### config.mk
export PLATFORM = sky130hd
export DESIGN_NAME = axi_rorder_s3
export DESIGN_NICKNAME = d
export VERILOG_FILES = /design/src/rtl/axi_rorder_s3.sv
export SDC_FILE = /design/constraint.sdc
export NUM_CORES = 1
export LEC_CHECK = 0
export CAP_MARGIN = 10
export CORE_AREA = 2 2 54 56
export CTS_BUF_LIST = sky130_fd_sc_hd__clkbuf_4 sky130_fd_sc_hd__clkbuf_8 sky130_fd_sc_hd__clkbuf_16
export DETAILED_ROUTE_END_ITERATION = 6
export DIE_AREA = 0 0 56 58
export DONT_BUFFER_PORTS = 1
export PLACE_DENSITY = 0.71
export SLEW_MARGIN = 20
export SYNTH_ARGS = -nofsm -noshare
export SYNTH_HDL_FRONTEND = slang
export SYNTH_SLANG_ARGS = --single-unit
### constraint.sdc
create_clock -name ACLK -period 3.6 [get_ports ACLK]
set_clock_uncertainty 0.1 [all_clocks]
set_input_delay 0 -clock ACLK [delete_from_list [all_inputs] [get_ports ACLK]]
set_output_delay 0 -clock ACLK [all_outputs]
set_load 0.02 [all_outputs]
### src/rtl/axi_rorder_s3.sv
// ---------------------------------------------------------------------------
// axi_rorder_s3
//
// Read-ordering tracker for one master port. Every accepted AR burst has its
// decoded target slave recorded in a small FIFO. The R-channel response mux is
// enabled only for the slave that owns the oldest outstanding burst, so read
// data comes back to the master in the order the bursts were issued.
//
// Ports:
//   ACLK, ARESET        clock, synchronous active-high reset
//   M_ARVALID/M_ARREADY AR handshake with the master (already decoded)
//   AR_SLV              decoded target of the current AR (3 = default slave)
//   S_ARVALID/S_ARREADY AR handshake toward the selected slave path
//   M_RVALID/M_RREADY   R handshake at the master port
//   M_RLAST, R_SRC      last-beat flag and encoded source of the current beat
//   r_order_grant       one-hot R enable for S0..S2 (default slave not gated)
//   OUT_CNT             number of outstanding bursts held in the FIFO
//   ORD_ERR             sticky flag for any out-of-order response
// ---------------------------------------------------------------------------
module axi_rorder_s3 #(
  parameter int DEPTH     = 8,
  parameter int WIDTH_CNT = 4
) (
  input  logic                 ACLK,
  input  logic                 ARESET,
  input  logic                 M_ARVALID,
  output logic                 M_ARREADY,
  input  logic [1:0]           AR_SLV,
  output logic                 S_ARVALID,
  input  logic                 S_ARREADY,
  input  logic                 M_RVALID,
  input  logic                 M_RREADY,
  input  logic                 M_RLAST,
  input  logic [1:0]           R_SRC,
  output logic [2:0]           r_order_grant,
  output logic [WIDTH_CNT-1:0] OUT_CNT,
  output logic                 ORD_ERR
);

  localparam int PTR_W = $clog2(DEPTH);

  logic [1:0]           r_mem [DEPTH];
  logic [PTR_W-1:0]     r_rptr;
  logic [PTR_W-1:0]     r_wptr;
  logic [WIDTH_CNT-1:0] r_cnt;
  logic                 r_err;

  logic                 w_full;
  logic                 w_empty;
  logic                 w_push;
  logic                 w_pop;
  logic                 w_rHs;
  logic                 w_lastHs;
  logic [1:0]           w_head;
  logic [2:0]           w_grant;
  logic                 w_srcBlocked;
  logic                 w_viol;

  assign w_full  = (r_cnt == WIDTH_CNT'(DEPTH));
  assign w_empty = (r_cnt == '0);
  assign w_head  = r_mem[r_rptr];

  // Full comes from the registered count, so a pop in the same cycle does not
  // reopen the AR path until the next cycle.
  assign S_ARVALID = M_ARVALID & ~w_full & ~ARESET;
  assign M_ARREADY = S_ARREADY & ~w_full & ~ARESET;

  assign w_push   = M_ARVALID & M_ARREADY;
  assign w_rHs    = M_RVALID & M_RREADY;
  assign w_lastHs = w_rHs & M_RLAST;
  assign w_pop    = w_lastHs & ~w_empty & (R_SRC == w_head);

  // Grant follows the head entry; the default slave (3) is always enabled by
  // the mux itself, so it maps to no grant bit.
  always_comb begin
    w_grant = 3'b000;
    if (!w_empty) begin
      case (w_head)
        2'd0:    w_grant = 3'b001;
        2'd1:    w_grant = 3'b010;
        2'd2:    w_grant = 3'b100;
        default: w_grant = 3'b000;
      endcase
    end
  end

  assign r_order_grant = w_grant;

  // A beat from a real slave whose enable is off means the mux let through a
  // response that should have been held back.
  always_comb begin
    w_srcBlocked = 1'b0;
    case (R_SRC)
      2'd0:    w_srcBlocked = ~w_grant[0];
      2'd1:    w_srcBlocked = ~w_grant[1];
      2'd2:    w_srcBlocked = ~w_grant[2];
      default: w_srcBlocked = 1'b0;
    endcase
  end

  assign w_viol = (w_lastHs & (w_empty | (R_SRC != w_head))) |
                  (w_rHs & w_srcBlocked);

  // FIFO storage carries no reset; only pointers and count define validity.
  always_ff @(posedge ACLK) begin
    if (w_push) begin
      r_mem[r_wptr] <= AR_SLV;
    end
  end

  // Pointers wrap naturally because DEPTH is a power of two. Count is held
  // when a push and a pop land in the same cycle.
  always_ff @(posedge ACLK) begin
    if (ARESET) begin
      r_rptr <= '0;
      r_wptr <= '0;
      r_cnt  <= '0;
      r_err  <= 1'b0;
    end else begin
      if (w_push) begin
        r_wptr <= r_wptr + PTR_W'(1);
      end
      if (w_pop) begin
        r_rptr <= r_rptr + PTR_W'(1);
      end
      if (w_push && !w_pop) begin
        r_cnt <= r_cnt + WIDTH_CNT'(1);
      end else if (w_pop && !w_push) begin
        r_cnt <= r_cnt - WIDTH_CNT'(1);
      end
      if (w_viol) begin
        r_err <= 1'b1;
      end
    end
  end

  assign OUT_CNT = r_cnt;
  assign ORD_ERR = r_err;

endmodule

# == Yosys cells after proc, flatten, opt, wreduce, memory -nomap -nowiden ==
# Memory sizes are Yosys's and may differ from the RTL's. A register that Yosys moved wholly into a read port is not among the register bits.
# Index checks and enable logic that the tools add are counted.
# word_totals
ff_bits,11
latchBits,0
ram_bits,16
mem_bits_ro,0
input_bits,11
output_inout_bits,10
elab_cells,52
n_memories,1
# op_classes
addsub,4
n_mul,0
div,0
n_lt_le_gt_ge,0
eq_ne,7
shift,0
n_mux,9
bitwise,19
reduce_logical,8
# mem_list
memory,words,width,rd,rd_ports_with_merged_regs,wr,line,rtl
r_mem,8,2,1,1,1,42,logic [1:0] r_mem [DEPTH];
# op_table
op,n
AND 1 bit,11
2-to-1 mux 3 bit,3
case mux 3 bit (3 select lines),1
2-to-1 mux 4 bit,2
"adder 3 x 1 -> 3 bit, second input constant",2
NOT 1 bit,6
"adder 4 x 1 -> 4 bit, second input constant",1
"== test 2 x 1 -> 1 bit, second input constant",2
"== test 2 bit, second input constant",2
"== test 4 bit, second input constant",1
logical NOT 2 bit,2
logical NOT 4 bit,1
"subtractor 4 x 1 -> 4 bit, second input constant",1
case mux 1 bit (3 select lines),1
== test 2 bit,1
logical AND 1 bit,2
logical NOT 1 bit,2
2-to-1 mux 1 bit,2
inequality test 2 bit,1
OR 1 bit,2
nonzero test 2 bit,1

# == Logic depth before layout (Yosys ltp) ==
# Gate-level depths: netlist of the first run.
# logic_depth
word_depth,9
mapped_depth,14
mapped_depth_nobuf,13

# == Least setup slack after synthesis of the first run ==
# Ideal clock, no wire load.
# synth_path
path_type,reg2reg
start,register with a tool-made name
end,register r_cnt[3] (netlist: OUT_CNT[3])
arrival_ns,2.995
slack_ns,0.434
stages_incl_launch_ff,15
path_buffers,1
synth_period_minus_slack_ns,3.166
cell_sequence,dfxtp_1 -> buf_6 -> mux2i_1 -> mux4_2 -> xnor2_2 -> nor4_4 -> inv_1 -> ha_1 -> inv_1 -> ha_1 -> a21o_1 -> a21oi_1 -> xnor2_1 -> or3_1 -> a21oi_1
# synth_rtl
item,line,rtl
to (signal assigned),127,r_cnt <= r_cnt + WIDTH_CNT'(1);
to (signal assigned),129,r_cnt <= r_cnt - WIDTH_CNT'(1);
to (decl),45,logic [WIDTH_CNT-1:0] r_cnt;

==> metrics.txt, run 1 <==
R2R setup slack=270 ps; synthesis warning total=0; Period minus WS final=3330 ps; crit path DAT=3490 ps; Slew headroom=0.549; Fmax=300 MHz; Die W=56 um; P_int=0.503 mW; global-route wire length before repair=4410 um; Hold Violations, Final=0; final period utilization=0.925; FP Rows=19; initial core utilization=0.537; Setup Viol. Count Final=0; # clock sinks=30; IO buf count=0; synthesized flop and latch total=30; area of the multi-input gates=636 um^2; Syn Nets=134; routed via count=906; I/O pin cnt=21; critical path type=reg -> reg; CTS HTree Levels=2; switching portion of total power=0.244; Filler cells=212; synthesized cell area=1430 um^2; cts bufs inserted=5; RSZ-0062 raised after global routing=no; Pre-antenna DRT Iters=4; run status=completed; Root Buffer=clkbuf_4; critical path peak fanout=8; average cell area after synthesis=12.2 um^2; GRT overflow=0; Clock Latency Late Sink=320 ps; clock share of power=0.316; vias in the first global route=956; Overall Power=0.665 mW; Worst setup SP type=register; setup_tns=0 ps; antenna-violating nets left=0; Mapped Cells=117; Pleak=0.572 nW; CP endpoint kind=register; gpl congestion=0.723; Hold Crit Class=in -> out; WP data required=3760 ps; share of cells above drive strength 1=0.129; Flop pwr share=0.571; Max Root-Sink Buffers=2; Syn-to-layout area delta=12.6%; CTS tree=yes; Layout Nets=148; HPWL after DPL=1730 um; Seq/Total Area, Yosys=0.532; DRT Wirelength=2490 um; initial detailed-routing violation count=43; antenna violations before repair=0; Sw Pwr=0.162 mW; Logic pwr share=0.113; Antenna diodes=0; mean number of vias per cell=5.56; WL/cell=15.3 um; largest net degree at the start of global routing=15; Core ar.=2660 um^2; max-cap viol count=0; Slew @ Worst Pin=675 ps; Reg area=762 um^2; DRC viols=0; Die ar.=3250 um^2; Global Route Usage Sum=0.186; VDD IR-drop max=357 uV; post-synthesis cell type count=34; Reg clk slew, reported paths=90 ps; Slew Limit Fails=0; Die Y=58 um; Power Density=413 nW/um^2
state kept, by name, summed over array words and instances, names as in the netlist, named ones only:
register	cells
r_mem	16
OUT_CNT	4
r_rptr	3
r_wptr	3
ORD_ERR	1
power groups by stage:
stage	Combinational (mW)	Clock [mW]	Sequential (mW)
global route	0.0848	0.238	0.381
global placement	0.0619	0	0.387
floorplan	0.0545	0	0.385
detailed placement	0.0641	0	0.388
finish	0.0754	0.210	0.380
CTS	0.0754	0.219	0.380
final timing paths:
check	start	endpoint	cells after the start
setup / recovery	register	OUT_CNT[3]	13
hold / removal	S_ARREADY	M_ARREADY	2
setup reg to reg	register	OUT_CNT[3]	13
hold reg to reg	r_rptr[2]	r_rptr[2]	2
cell usage in the layout (no fill, tap or decap), drive strengths merged, types with 2 or more instances in the layout:
cell type    synthesis  routed
a21oi                5       5
buf                  1       2
clkbuf               2       7
dfxtp               14      14
dlygate4sd3          0       8
edfxtp              16      16
ha                   5       5
inv                  4       4
mux2                 2       2
mux2i               12      12
mux4                 2       2
nand2                5       5
nand2b               5       5
nor2                16      16
nor2b                4       4
nor3                 2       2
nor4                 2       2
o21ai                2       2
xnor2                3       3
xor2                 3       3
area by class of cell:
type | count | area share
well taps | 31 | 0.0241
clock buffers | 7 | 0.0365
inverters | 4 | 0.00932
flip-flops and latches | 30 | 0.473
repair buffers | 10 | 0.0591
multi-input cells | 80 | 0.395
clock inverters | 1 | 0.00311
layer usage:
layer	track usage	part of all wire	vias to the layer above	wire length, um
met5	0	0	-	0
met4	0.0850	0.019	0	48
met3	0.0804	0.052	6	129
met2	0.311	0.50	17	1250
met1	0.207	0.43	434	1060
li1	-	-	449	-
per-stage QoR:
stage                     cells   util  setup slack, ps  area, um^2  hold slack (ps)
final                       163  0.605              272        1610             30.6
after CTS                   163  0.604             70.4        1610             25.5
after global routing        163  0.605             63.3        1610             33.0
after detailed placement    147  0.550             92.6        1470            -27.5
after global placement      147  0.550              172        1470            -28.3
after floorplan             117      -              434        1430            -1.13
repair_timing:
item / 4_1_cts / 5_1_grt
endpoints found under the hold margin: 31 / 0
hold buffers: 8 / 0
resized for setup: 0 / 1
setup endpoints to repair: 0 / 1
buffers inserted: 0 / 0
kinds of logic (layout without fill, tap and decap cells):
kind of cell	Yosys count	count (layout)	share of synthesized area
compound gates	10	10	0.0394
xor+xnor	6	6	0.0420
fa+ha+maj	6	6	0.0577
buf+inv	7	22	0.0236
flops	30	30	0.532
mux	16	16	0.140
simple gates	42	42	0.165
critical path, cell delays in order, from the launching register on:
cell     delay, ps
dfxtp_2        490
mux2i_1        140
mux4_2         520
xnor2_2        200
nor4_4         300
inv_1           80
ha_1           210
inv_1          110
ha_1           240
a21o_1         180
a21oi_1        160
xnor2_1         90
or3_1          310
a21oi_1        130
synthesized netlist by cell type:
cell      number  area share
nand4_1        1      0.0044
or3_1          1      0.0044
nor3_1         2      0.0070
dfxtp_1       14        0.20
inv_1          4       0.010
ha_1           5       0.044
or2b_1         1      0.0053
xnor2_1        2       0.012
mux2_1         2       0.016
nor2b_1        4       0.017
clkbuf_1       2      0.0053
or4b_2         1      0.0070
nor4_4         1       0.015
and3b_1        1      0.0061
o21ai_0        2      0.0070
xor2_1         3       0.018
mux4_2         2       0.031
a21o_1         1      0.0053
fa_1           1       0.014
buf_6          1      0.0079
o31ai_1        1      0.0053
and4b_1        1      0.0070
mux2i_4        1       0.016
xnor2_2        1       0.011
edfxtp_1      16        0.34
nor3b_1        1      0.0053
mux2i_1       11       0.077
a31oi_1        1      0.0044
nor2_1        16       0.042
or4_1          1      0.0053
nor4_1         1      0.0044
nand2b_1       5       0.022
a21oi_1        5       0.017
nand2_1        5       0.013
Power figures use the tool's default switching activity.
==> run 2, diff against run 1 <==
- CORE_AREA: 2 2 54 56 -> 2 2 41 81
- DIE_AREA: 0 0 56 58 -> 0 0 43 83
- PLACE_DENSITY: 0.71 -> 0.65
==> metrics.txt, run 2 (same netlist as run 1, synthesis figures left out) <==
DRC viols=0; crit path DAT=3420 ps; setup_tns=0 ps; post-layout util=0.566; Largest register FFs=16; number of setup buffers added after CTS=0; CTS HTree Levels=2; Hold Crit Class=in -> reg; global-route wire length before repair=4040 um; post-cts repair resize count=0; crit-path cells=buf_4, mux2i_1, mux4_2, xnor2_2, nor4_4, inv_1, ha_1, inv_1, ha_1, a21o_1, a21oi_1, xnor2_1, or3_1, a21oi_1; critical path type=reg -> reg; mean number of vias per cell=5.35; Slew headroom=0.544; initial detailed-routing violation count=13; cts bufs inserted=5; initial core utilization=0.486; VDD IR-drop max=411 uV; Die W=43 um; Die Y=83 um; Critical path buffers and inverters=3; Filler cells=257; Pre-antenna DRT Iters=4; I/O pin cnt=21; DP Area=1460 um^2; Setup Viol. Count Final=0; Clock Latency Late Sink=270 ps; area of the multi-input gates=636 um^2; Slew Limit Fails=0; most frequent cells in the layout=nor2_1, edfxtp_1, dfxtp_1; Worst setup SP type=register; RSZ-0062 raised after global routing=no; Pleak=0.596 nW; GRT overflow=0; largest net degree at the start of global routing=15; Antenna diodes=0; final period utilization=0.923; critical path peak fanout=8; max-cap viol count=0; FP Rows=28; Reg clk slew, reported paths=60 ps; IO buf count=0; CP endpoint kind=register; Fmax=301 MHz; HPWL after DPL=1830 um; CP delay by family, top=multiplexers; Global Route Usage Sum=0.154; # clock sinks=30; Root Buffer=clkbuf_8; Finished Layout Cells=161; Hold Violations, Final=0; WP data required=3700 ps; Die ar.=3570 um^2; WL/cell=14.7 um; vias in the first global route=901; post-route cell area=1670 um^2; CP peak stage delay=530 ps; Max Root-Sink Buffers=2; CTS tree=yes; Reg area=761 um^2; Power Density=506 nW/um^2; gpl congestion=0.710; Core ar.=2940 um^2; share of cells above drive strength 1=0.115; largest reg by FF count=r_mem; Placed Cells=146; Syn-to-layout area delta=16.5%; Slew @ Worst Pin=678 ps; routed via count=861; antenna-violating nets left=0; Layout Nets=147; Period minus WS final=3320 ps; antenna violations before repair=0; critical path's slowest cell=mux4_2; run status=completed; DRT Wirelength=2360 um
## run 2: repair_timing
action,CTS,global route
hold buffers,7,0
endpoints found under the setup margin,0,0
endpoints found under the hold margin,31,0
## run 2: worst register-to-register path, stage by stage, from the launching register on
cell and delay (ps):
dfxtp_1 300, buf_4 170, mux2i_1 130, mux4_2 530, xnor2_2 200, nor4_4 310, inv_1 80, ha_1 210
inv_1 120, ha_1 240, a21o_1 170, a21oi_1 170, xnor2_1 90, or3_1 310, a21oi_1 150
## run 2: worst paths after layout
path	startpoint	to	slack, ps	cells after the start
setup / recovery	register	OUT_CNT[3]	280	14
hold / removal	M_RVALID	register	20	3
setup reg to reg	register	OUT_CNT[3]	280	14
hold reg to reg	r_rptr[2]	register	420	2
## run 2: area by class of cell
type | count | share of cell area
clock buffers | 5 | 0.0413
flip-flops and latches | 30 | 0.456
repair buffers | 9 | 0.0511
well taps | 30 | 0.0225
multi-input cells | 80 | 0.381
inverters | 4 | 0.00901
clock inverters | 3 | 0.0383
## run 2: stage by stage
step / power (mW) / setup WS [ps] / hold WS (ps)
after floorplan: 0.440 / 434 / -1.13
after global placement: 0.447 / 361 / -28.2
after detailed placement: 0.448 / 275 / -24.8
after CTS: 0.849 / 242 / 25.5
after global routing: 0.871 / 85.3 / 39.1
final: 0.843 / 276 / 20.8
## run 2: metal layers
metal	GRT usage	wire length (um)	up-vias
met1	0.156	841	399
li1	-	-	444
met2	0.271	1400	14
met5	0	0	-
met4	0.0964	54	0
met3	0.0304	68	4
## run 2: power by group
part	total (mW)	switching, mW	internal, mW	leakage [nW]
clock network	0.393	0.119	0.274	0.0658
logic	0.0701	0.0391	0.0310	0.273
registers	0.380	0.0133	0.367	0.258
total	0.843	0.172	0.671	0.596
